**config.mk**
```make
export PLATFORM = sky130hd
export DESIGN_NAME = pipe_fd_skid
export DESIGN_NICKNAME = d
export VERILOG_FILES = /design/src/rtl/pipe_fd_skid.sv
export SDC_FILE = /design/constraint.sdc
export NUM_CORES = 1
export LEC_CHECK = 0
export ABC_AREA = 1
export CORE_UTILIZATION = 49
export DETAILED_ROUTE_END_ITERATION = 10
export PLACE_DENSITY = 0.86
export SETUP_SLACK_MARGIN = 0.02
export SLEW_MARGIN = 10
export SYNTH_ARGS = -nofsm -noshare
export SYNTH_HDL_FRONTEND = slang
export SYNTH_SLANG_ARGS = --single-unit
```
**constraint.sdc**
```tcl
create_clock -name CLK -period 1.9 [get_ports CLK]
set_clock_uncertainty 0.2 [all_clocks]
set_input_delay 0.38 -clock CLK [delete_from_list [all_inputs] [get_ports CLK]]
set_output_delay 0.38 -clock CLK [all_outputs]
set_load 0.01 [all_outputs]
```
**src/rtl/pipe_fd_skid.sv**
```systemverilog
// Fetch/decode pipeline register with a valid/ready handshake and a 2-entry skid buffer.
// READY_F is registered. FLUSH and CLR kill held instructions. STALL_CNT is a saturating counter of decode stalls.
`timescale 1ns/1ps
module pipe_fd_skid #(
    parameter int               WIDTH = 32,
    parameter logic [WIDTH-1:0] NOP   = '0,
    parameter int               CNT_W = 16
) (
    input  logic             CLK,
    input  logic             CLR,
    input  logic             FLUSH,
    input  logic             VALID_F,
    output logic             READY_F,
    input  logic [WIDTH-1:0] INSTR_F,
    input  logic [WIDTH-1:0] PCPLUS4_F,
    output logic             VALID_D,
    input  logic             READY_D,
    output logic [WIDTH-1:0] INSTR_D,
    output logic [WIDTH-1:0] PCPLUS4_D,
    output logic [CNT_W-1:0] STALL_CNT
);
    typedef enum logic [1:0] {EMPTY, ONE, FULL} state_t;

    state_t           r_state;
    logic             r_valid_d;
    logic             r_ready_f;
    logic [WIDTH-1:0] r_main_instr, r_main_pc;
    logic [WIDTH-1:0] r_skid_instr, r_skid_pc;
    logic [CNT_W-1:0] r_cnt;

    logic w_acc, w_rel;
    assign w_acc = VALID_F & r_ready_f;
    assign w_rel = r_valid_d & READY_D;

    // The main register is reloaded with the bubble on every entry to EMPTY, so the outputs come straight from flops.
    always_ff @(posedge CLK) begin
        if (CLR) begin
            r_state      <= EMPTY;
            r_valid_d    <= 1'b0;
            r_ready_f    <= 1'b1;
            r_main_instr <= NOP;
            r_main_pc    <= '0;
            r_skid_instr <= '0;
            r_skid_pc    <= '0;
            r_cnt        <= '0;
        end else begin
            if (r_valid_d && !READY_D && r_cnt != {CNT_W{1'b1}})
                r_cnt <= r_cnt + {{(CNT_W-1){1'b0}}, 1'b1};
            if (FLUSH) begin
                r_state      <= EMPTY;
                r_valid_d    <= 1'b0;
                r_ready_f    <= 1'b1;
                r_main_instr <= NOP;
                r_main_pc    <= '0;
            end else begin
                case (r_state)
                    EMPTY: if (w_acc) begin
                        r_state      <= ONE;
                        r_valid_d    <= 1'b1;
                        r_main_instr <= INSTR_F;
                        r_main_pc    <= PCPLUS4_F;
                    end
                    ONE: begin
                        if (w_acc && w_rel) begin
                            r_main_instr <= INSTR_F;
                            r_main_pc    <= PCPLUS4_F;
                        end else if (w_acc) begin
                            r_state      <= FULL;
                            r_ready_f    <= 1'b0;
                            r_skid_instr <= INSTR_F;
                            r_skid_pc    <= PCPLUS4_F;
                        end else if (w_rel) begin
                            r_state      <= EMPTY;
                            r_valid_d    <= 1'b0;
                            r_main_instr <= NOP;
                            r_main_pc    <= '0;
                        end
                    end
                    FULL: if (w_rel) begin
                        r_state      <= ONE;
                        r_ready_f    <= 1'b1;
                        r_main_instr <= r_skid_instr;
                        r_main_pc    <= r_skid_pc;
                    end
                    default: begin
                        r_state   <= EMPTY;
                        r_valid_d <= 1'b0;
                        r_ready_f <= 1'b1;
                    end
                endcase
            end
        end
    end

    assign READY_F   = r_ready_f;
    assign VALID_D   = r_valid_d;
    assign INSTR_D   = r_main_instr;
    assign PCPLUS4_D = r_main_pc;
    assign STALL_CNT = r_cnt;
endmodule

```
==> impl_metrics.py, run 1 <==
metrics = {
    "critical_path": {
        "regToRegSetupSlack_ns": 0.03,
        "critPathBufInv": 3,
        "path_delay_family": "flip-flops",
        "worstPathArrival_ns": 2.00,
        "reg2regPathDepth": 9,
        "r2r_end": "INSTR_D[10]",
        "path_max_fanout": 17,
        "crit_top_cell": "nand2_1",
        "crit_path_start_kind": "flop",
        "cp_slowest_stage_delay_ns": 0.37,
        "rr_startpoint": "r_state[0]",
        "cp_num_cells": 9,
        "crit_type": "reg2reg",
        "timing.critical_path.required_ns": 2.04,
        "crit_slowest_cell": "dfxtp_4",
        "path_cells": "inv_2 > ha_4 > nand2_1 > nand2_1 > nor2_4 > buf_6 > buf_16 > o21ai_0 > a21oi_1",
        "critPathCaptureType": "flop",
    },
    "floorplanning": {
        "ios": 151,
        "initial_core_util": 0.506,
        "die_h_um": 114,
        "fp.coreArea_mm2": 0.0121,
        "die-area_mm2": 0.0129,
        "dieWidth_um": 114,
        "num_rows": 40,
    },
    "grt": {
        "gr-total-overflow": 0,
        "grt_antenna_before_repair": 0,
        "grt_max_degree": 65,
        "grt_pass1_vias": 5981,
        "grt_pass1_wl_um": 28400,
        "track_usage": 0.277,
    },
    "timing": {
        "post-route-period-util": 0.983,
        "post-route-min-period_ns": 1.87,
        "slew_headroom": 0.748,
        "drv_slew": 0,
        "tightestPinTransition_ns": 0.374,
        "finalSetupViolCount": 0,
        "hold_ws_ns": 0.249,
        "setup_tns_ns": 0,
        "timing.fmax_mhz": 535,
        "hold_viol": 0,
        "setup_slack_ns": 0.0316,
    },
    "clock_tree": {
        "cts_tree": "built",
        "numCtsBuffers": 17,
        "clock_latency_ns": 0.43,
        "htree_levels": 4,
        "path_clk_slew_ns": 0.06,
        "cts_root_buf": "clkbuf_16",
        "cts_buffer_depth": 2,
        "clock-sinks": 148,
        "cts-hold-fix-buffers": 0,
    },
    "logic_synthesis": {
        "syn_nets": 898,
        "avgSynthCellArea_um2": 7.40,
        "synth_cells": 824,
        "synth_seq_cells": 148,
        "synth_cell_types": 25,
        "post_synth_instance_area_mm2": 0.00610,
        "yosysSeqAreaShare": 0.486,
        "yosysWarningCount": 0,
    },
    "route": {
        "drt-initial-drc-count": 471,
        "vias": 6321,
        "firstDrtPassIters": 5,
        "wl_per_cell_um": 15.3,
        "drt-total-wl_um": 17800,
        "drc": 0,
        "drtAntennaViolNets": 0,
        "viasPerCell": 5.45,
    },
    "power": {
        "swShare": 0.256,
        "p_total_mw": 8.21,
        "power_switching_mw": 2.10,
        "seqPwrFrac": 0.408,
        "comb_power_share": 0.169,
        "ir_drop_uv": 573,
        "power.density_mw_per_mm2": 941,
        "p_int_mw": 6.11,
        "p_leak_nw": 3.69,
        "power.clock.fraction": 0.423,
    },
    "flow_run": {
        "max-cap-violations": 0,
    },
    "cells_and_area": {
        "layout-drive-gt1-share": 0.105,
        "fill_cells": 938,
        "antenna_cells": 0,
        "multiInputGateArea_mm2": 0.00269,
        "layout_commonest_cell": "a21oi_1",
        "ff_latch_area_mm2": 0.00298,
        "layout_common_cells": "a21oi_1, dfxtp_1, o21ai_0",
        "final_area_mm2": 0.00873,
        "area_delta_synth_final_pct": 43.1,
        "nets": 1052,
    },
    "hold_path": {
        "min_path_type": "reg2reg",
        "min_path_cells": 2,
        "min_to": "r_skid_pc[22]",
        "hold_start": "r_skid_pc[22]",
    },
    "placed_design": {
        "dpl_cell_area_mm2": 0.00790,
        "dp_slack_ns": -0.323,
        "gp_congestion": 0.847,
        "hpwl_um": 10300,
        "port_buffers": 150,
    },
    "status": {
        "status": "finished, final reports clean",
    },
}
metrics by stage:
stage | utilization | std cells
2_1_floorplan | - | 824
3_3_place_gp | 0.655 | 1116
3_5_place_dp | 0.655 | 1116
4_1_cts | 0.712 | 1155
5_1_grt | 0.724 | 1159
6_report | 0.724 | 1159
tightest hold or removal path: stages, from the launching register on:
cell     delay, ns
dfxtp_1       0.29
inv_1         0.06
a21oi_1       0.05
power groups by stage:
stage	Sequential, mW	Clock, mW	Combinational [mW]
2_1_floorplan	3.45	0	0.562
3_3_place_gp	3.41	0	1.18
3_5_place_dp	3.41	0	1.20
4_1_cts	3.35	3.49	1.30
5_1_grt	3.37	3.63	1.50
6_report	3.35	3.48	1.39
layout make-up:
type / count / area share
Clock buffer: 22 / 0.0555
Clock inverter: 10 / 0.0146
Inverter: 66 / 0.0284
Multi-Input combinational cell: 553 / 0.309
Sequential cell: 148 / 0.342
Tap cell: 168 / 0.0241
Timing Repair Buffer: 192 / 0.227
cells in the mapped netlist, drive strengths merged:
master,n,area (um^2)
clkbuf,31,118
a31oi,19,119
nand2,84,315
clkinv,1,3.75
xor2,4,35.0
inv,65,244
dfxtp,148,2960
ha,5,62.6
o211ai,1,7.51
a21boi,1,7.51
a21oi,151,756
nor2,113,429
buf,26,135
xnor2,2,17.5
o21ai,134,686
nor3,2,10.0
nand3,32,160
nand4,5,31.3
flip-flops by register name, indices dropped and copies added, names as in the netlist:
| signal | count |
|---|---|
| r_skid_pc | 32 |
| r_state | 2 |
| STALL_CNT | 16 |
| VALID_D | 1 |
| INSTR_D | 32 |
| READY_F | 1 |
| r_skid_instr | 32 |
| PCPLUS4_D | 32 |
metal layers:
layer  vias up  global-route usage  routed length, um
li1       3070                   -                  -
met1      2908               0.356               7500
met2       310               0.454               8650
met3        33              0.0590               1300
met4         0               0.110                338
met5         -                   0                  0
how the worst max path moves through the flow:
stage / start / end / slack, ns
after floorplan: r_state[0] / INSTR_D[0] / 0.12
after global placement: READY_D / INSTR_D[24] / -0.23
after detailed placement: VALID_F / PCPLUS4_D[12] / -0.32
after CTS: PCPLUS4_D[4] / PCPLUS4_D[4] / 0.02
after global routing: r_state[0] / INSTR_D[10] / -0.08
final: r_state[0] / INSTR_D[10] / 0.03
cell families (layout without fill, tap and decap cells):
kind of cell / count (synthesis) / in the layout / synth area share
adders and majority gates: 5 / 5 / 0.0103
buffers and inverters: 123 / 290 / 0.0821
and+or+nand+nor: 236 / 236 / 0.155
DFF: 148 / 148 / 0.486
AOI/OAI and AO/OA: 306 / 306 / 0.258
xor gates and xnor gates: 6 / 6 / 0.00862
repair_timing:
item                                    4_1_cts  5_1_grt
pin swaps                                     1        1
gates cloned                                  3        2
endpoints found under the setup margin      105       92
buffers inserted                              4        3
gates resized for setup                      93       27
hold endpoints to repair                      0        0
Note: power is estimated with default switching activity, not from simulation.
==> inputs of run 2 (changes only) <==
Settings changed: GPL_TIMING_DRIVEN from default to 0.
==> run 2 against run 1 <==
  * The flow now finishes with violations (negative setup slack)
  * Worst hold slack better by 0.0045 ns
  * Non-clock buffer count is 20 higher
  * Cell count is 1.7% higher
  * Cell area is 0.82% higher
  * Global-route usage is 0.19 points lower
  * Critical endpoint is now READY_F
  * Highest routed layer unchanged
==> impl_metrics.py, run 2 (synthesized netlist as in run 1, its figures left out) <==
metrics = {
    "power": {
        "p_leak_nw": 4.02,
        "power.density_mw_per_mm2": 921,
        "ir_drop_uv": 661,
    },
    "cells_and_area": {
        "finalCoreUtilization": 0.729,
        "layout_common_cells": "a21oi_1, dfxtp_1, o21ai_0",
        "nets": 1072,
        "area_delta_synth_final_pct": 44.2,
        "fin_cells": 1179,
        "layout-drive-gt1-share": 0.115,
        "layout_commonest_cell": "a21oi_1",
        "antenna_cells": 0,
    },
    "timing": {
        "setup_tns_ns": -0.00845,
        "post-route-period-util": 1.00,
        "hold_viol": 0,
        "setup_slack_ns": -0.00845,
        "finalSetupViolCount": 1,
        "drv_slew": 0,
        "hold_ws_ns": 0.254,
        "timing.fmax_mhz": 524,
        "tightestPinTransition_ns": 0.525,
        "rsz0062_at_grt": "yes",
        "post-route-min-period_ns": 1.91,
        "slew_headroom": 0.650,
    },
    "clock_tree": {
        "cts_buffer_depth": 2,
        "path_clk_slew_ns": 0.06,
        "cts_root_buf": "clkbuf_16",
        "numCtsBuffers": 17,
        "htree_levels": 4,
        "clock_latency_ns": 0.42,
        "cts_tree": "built",
        "clock-sinks": 148,
        "cts-hold-fix-buffers": 0,
    },
    "placed_design": {
        "dpl.cell_count": 1142,
        "dp_slack_ns": -0.638,
        "hpwl_um": 11900,
        "gp_congestion": 0.890,
        "port_buffers": 150,
    },
    "critical_path": {
        "cp_num_cells": 7,
        "cp_slowest_stage_delay_ns": 0.40,
        "crit_top_cell": "nand2_1",
        "timing.critical_path.required_ns": 1.96,
        "path_cells": "inv_1 > ha_2 > nand2_1 > a21boi_0 > nand2_1 > nand2_1 > o211ai_1",
        "crit_type": "reg2reg",
        "crit_path_start_kind": "flop",
        "reg2regPathDepth": 7,
        "path_max_fanout": 5,
        "worstPathArrival_ns": 1.97,
        "crit_slowest_cell": "a21boi_0",
        "critPathCaptureType": "flop",
        "critPathBufInv": 1,
        "path_delay_family": "compound AO/OA/AOI/OAI gates",
    },
    "grt": {
        "track_usage": 0.275,
        "grt_antenna_before_repair": 0,
        "grt_pass1_wl_um": 28200,
        "grt_pass1_vias": 5880,
        "grt_max_degree": 17,
        "gr-total-overflow": 0,
    },
    "floorplanning": {
        "die_h_um": 114,
        "initial_core_util": 0.506,
        "die-area_mm2": 0.0129,
        "dieWidth_um": 114,
        "fp.coreArea_mm2": 0.0121,
        "ios": 151,
        "num_rows": 40,
    },
    "route": {
        "vias": 6383,
        "firstDrtPassIters": 5,
        "drc": 0,
        "drt-initial-drc-count": 520,
        "viasPerCell": 5.41,
        "wl_per_cell_um": 15.3,
        "drt-total-wl_um": 18100,
        "drtAntennaViolNets": 0,
    },
    "status": {
        "violations": "negative setup slack",
        "status": "finished, violations left",
    },
    "hold_path": {
        "min_path_type": "reg2reg",
        "min_path_cells": 2,
    },
    "flow_run": {
        "max-cap-violations": 0,
    },
}
==> run 2: cell types whose count changed in the layout (fill, tap and decap cells not counted), sizes merged <==
cell           before  now
clkdlybuf4s50      68   69
clkbuf             24   52
clkinv              7    6
clkinvlp            1    2
bufbuf              1    0
inv                65   67
dlygate4sd2        72   43
dlymetal6s2s       10   38
buf                39   30
==> run 2: cell type report <==
class	count	area, um^2
Sequential cell	148	2980
Clock buffer	20	437
Tap cell	168	210
Fill cell	878	3260
Inverter	66	253
Multi-Input combinational cell	553	2710
Timing Repair Buffer	156	1650
Buffer	56	395
Clock inverter	12	155
==> run 2: worst paths after layout <==
kind              slack [ns]          endpoint              from
setup / recovery      -0.008           READY_F        r_state[0]
hold / removal          0.25  r_skid_instr[14]  r_skid_instr[14]
setup reg to reg      -0.008           READY_F        r_state[0]
hold reg to reg         0.25  r_skid_instr[14]  r_skid_instr[14]
==> run 2: worst register-to-register path: stages (launching register included) <==
cell and delay (ns):
dfxtp_4 0.37, inv_1 0.07, ha_2 0.24, nand2_1 0.10
a21boi_0 0.40, nand2_1 0.17, nand2_1 0.10, o211ai_1 0.10
==> run 2: metrics by stage <==
stage          total power, mW  cell area [um^2]
6_report                  8.10              8800
5_1_grt                   8.38              8800
4_1_cts                   8.00              8540
3_5_place_dp              4.61              7810
3_3_place_gp              4.59              7810
2_1_floorplan             4.01              6100
==> run 2: metal layers <==
| layer | track usage | routed length (um) |
|---|---|---|
| met5 | 0 | 0 |
| met4 | 0.115 | 447 |
| met3 | 0.0675 | 1230 |
| met2 | 0.454 | 8660 |
| met1 | 0.344 | 7730 |
==> run 2: timing repair <==
| item | 4_1_cts | 5_1_grt |
|---|---|---|
| gates resized for setup | 118 | 81 |
| buffers inserted | 1 | 2 |
| pin swaps | 1 | 3 |
| setup endpoints to repair | 181 | 172 |
| cloned | 1 | 2 |
==> run 2: power breakdown <==
group          switching [mW]  internal, mW
Combinational           0.736         0.629
Sequential             0.0812          3.27
Clock                    1.32          2.07
Total                    2.14          5.96
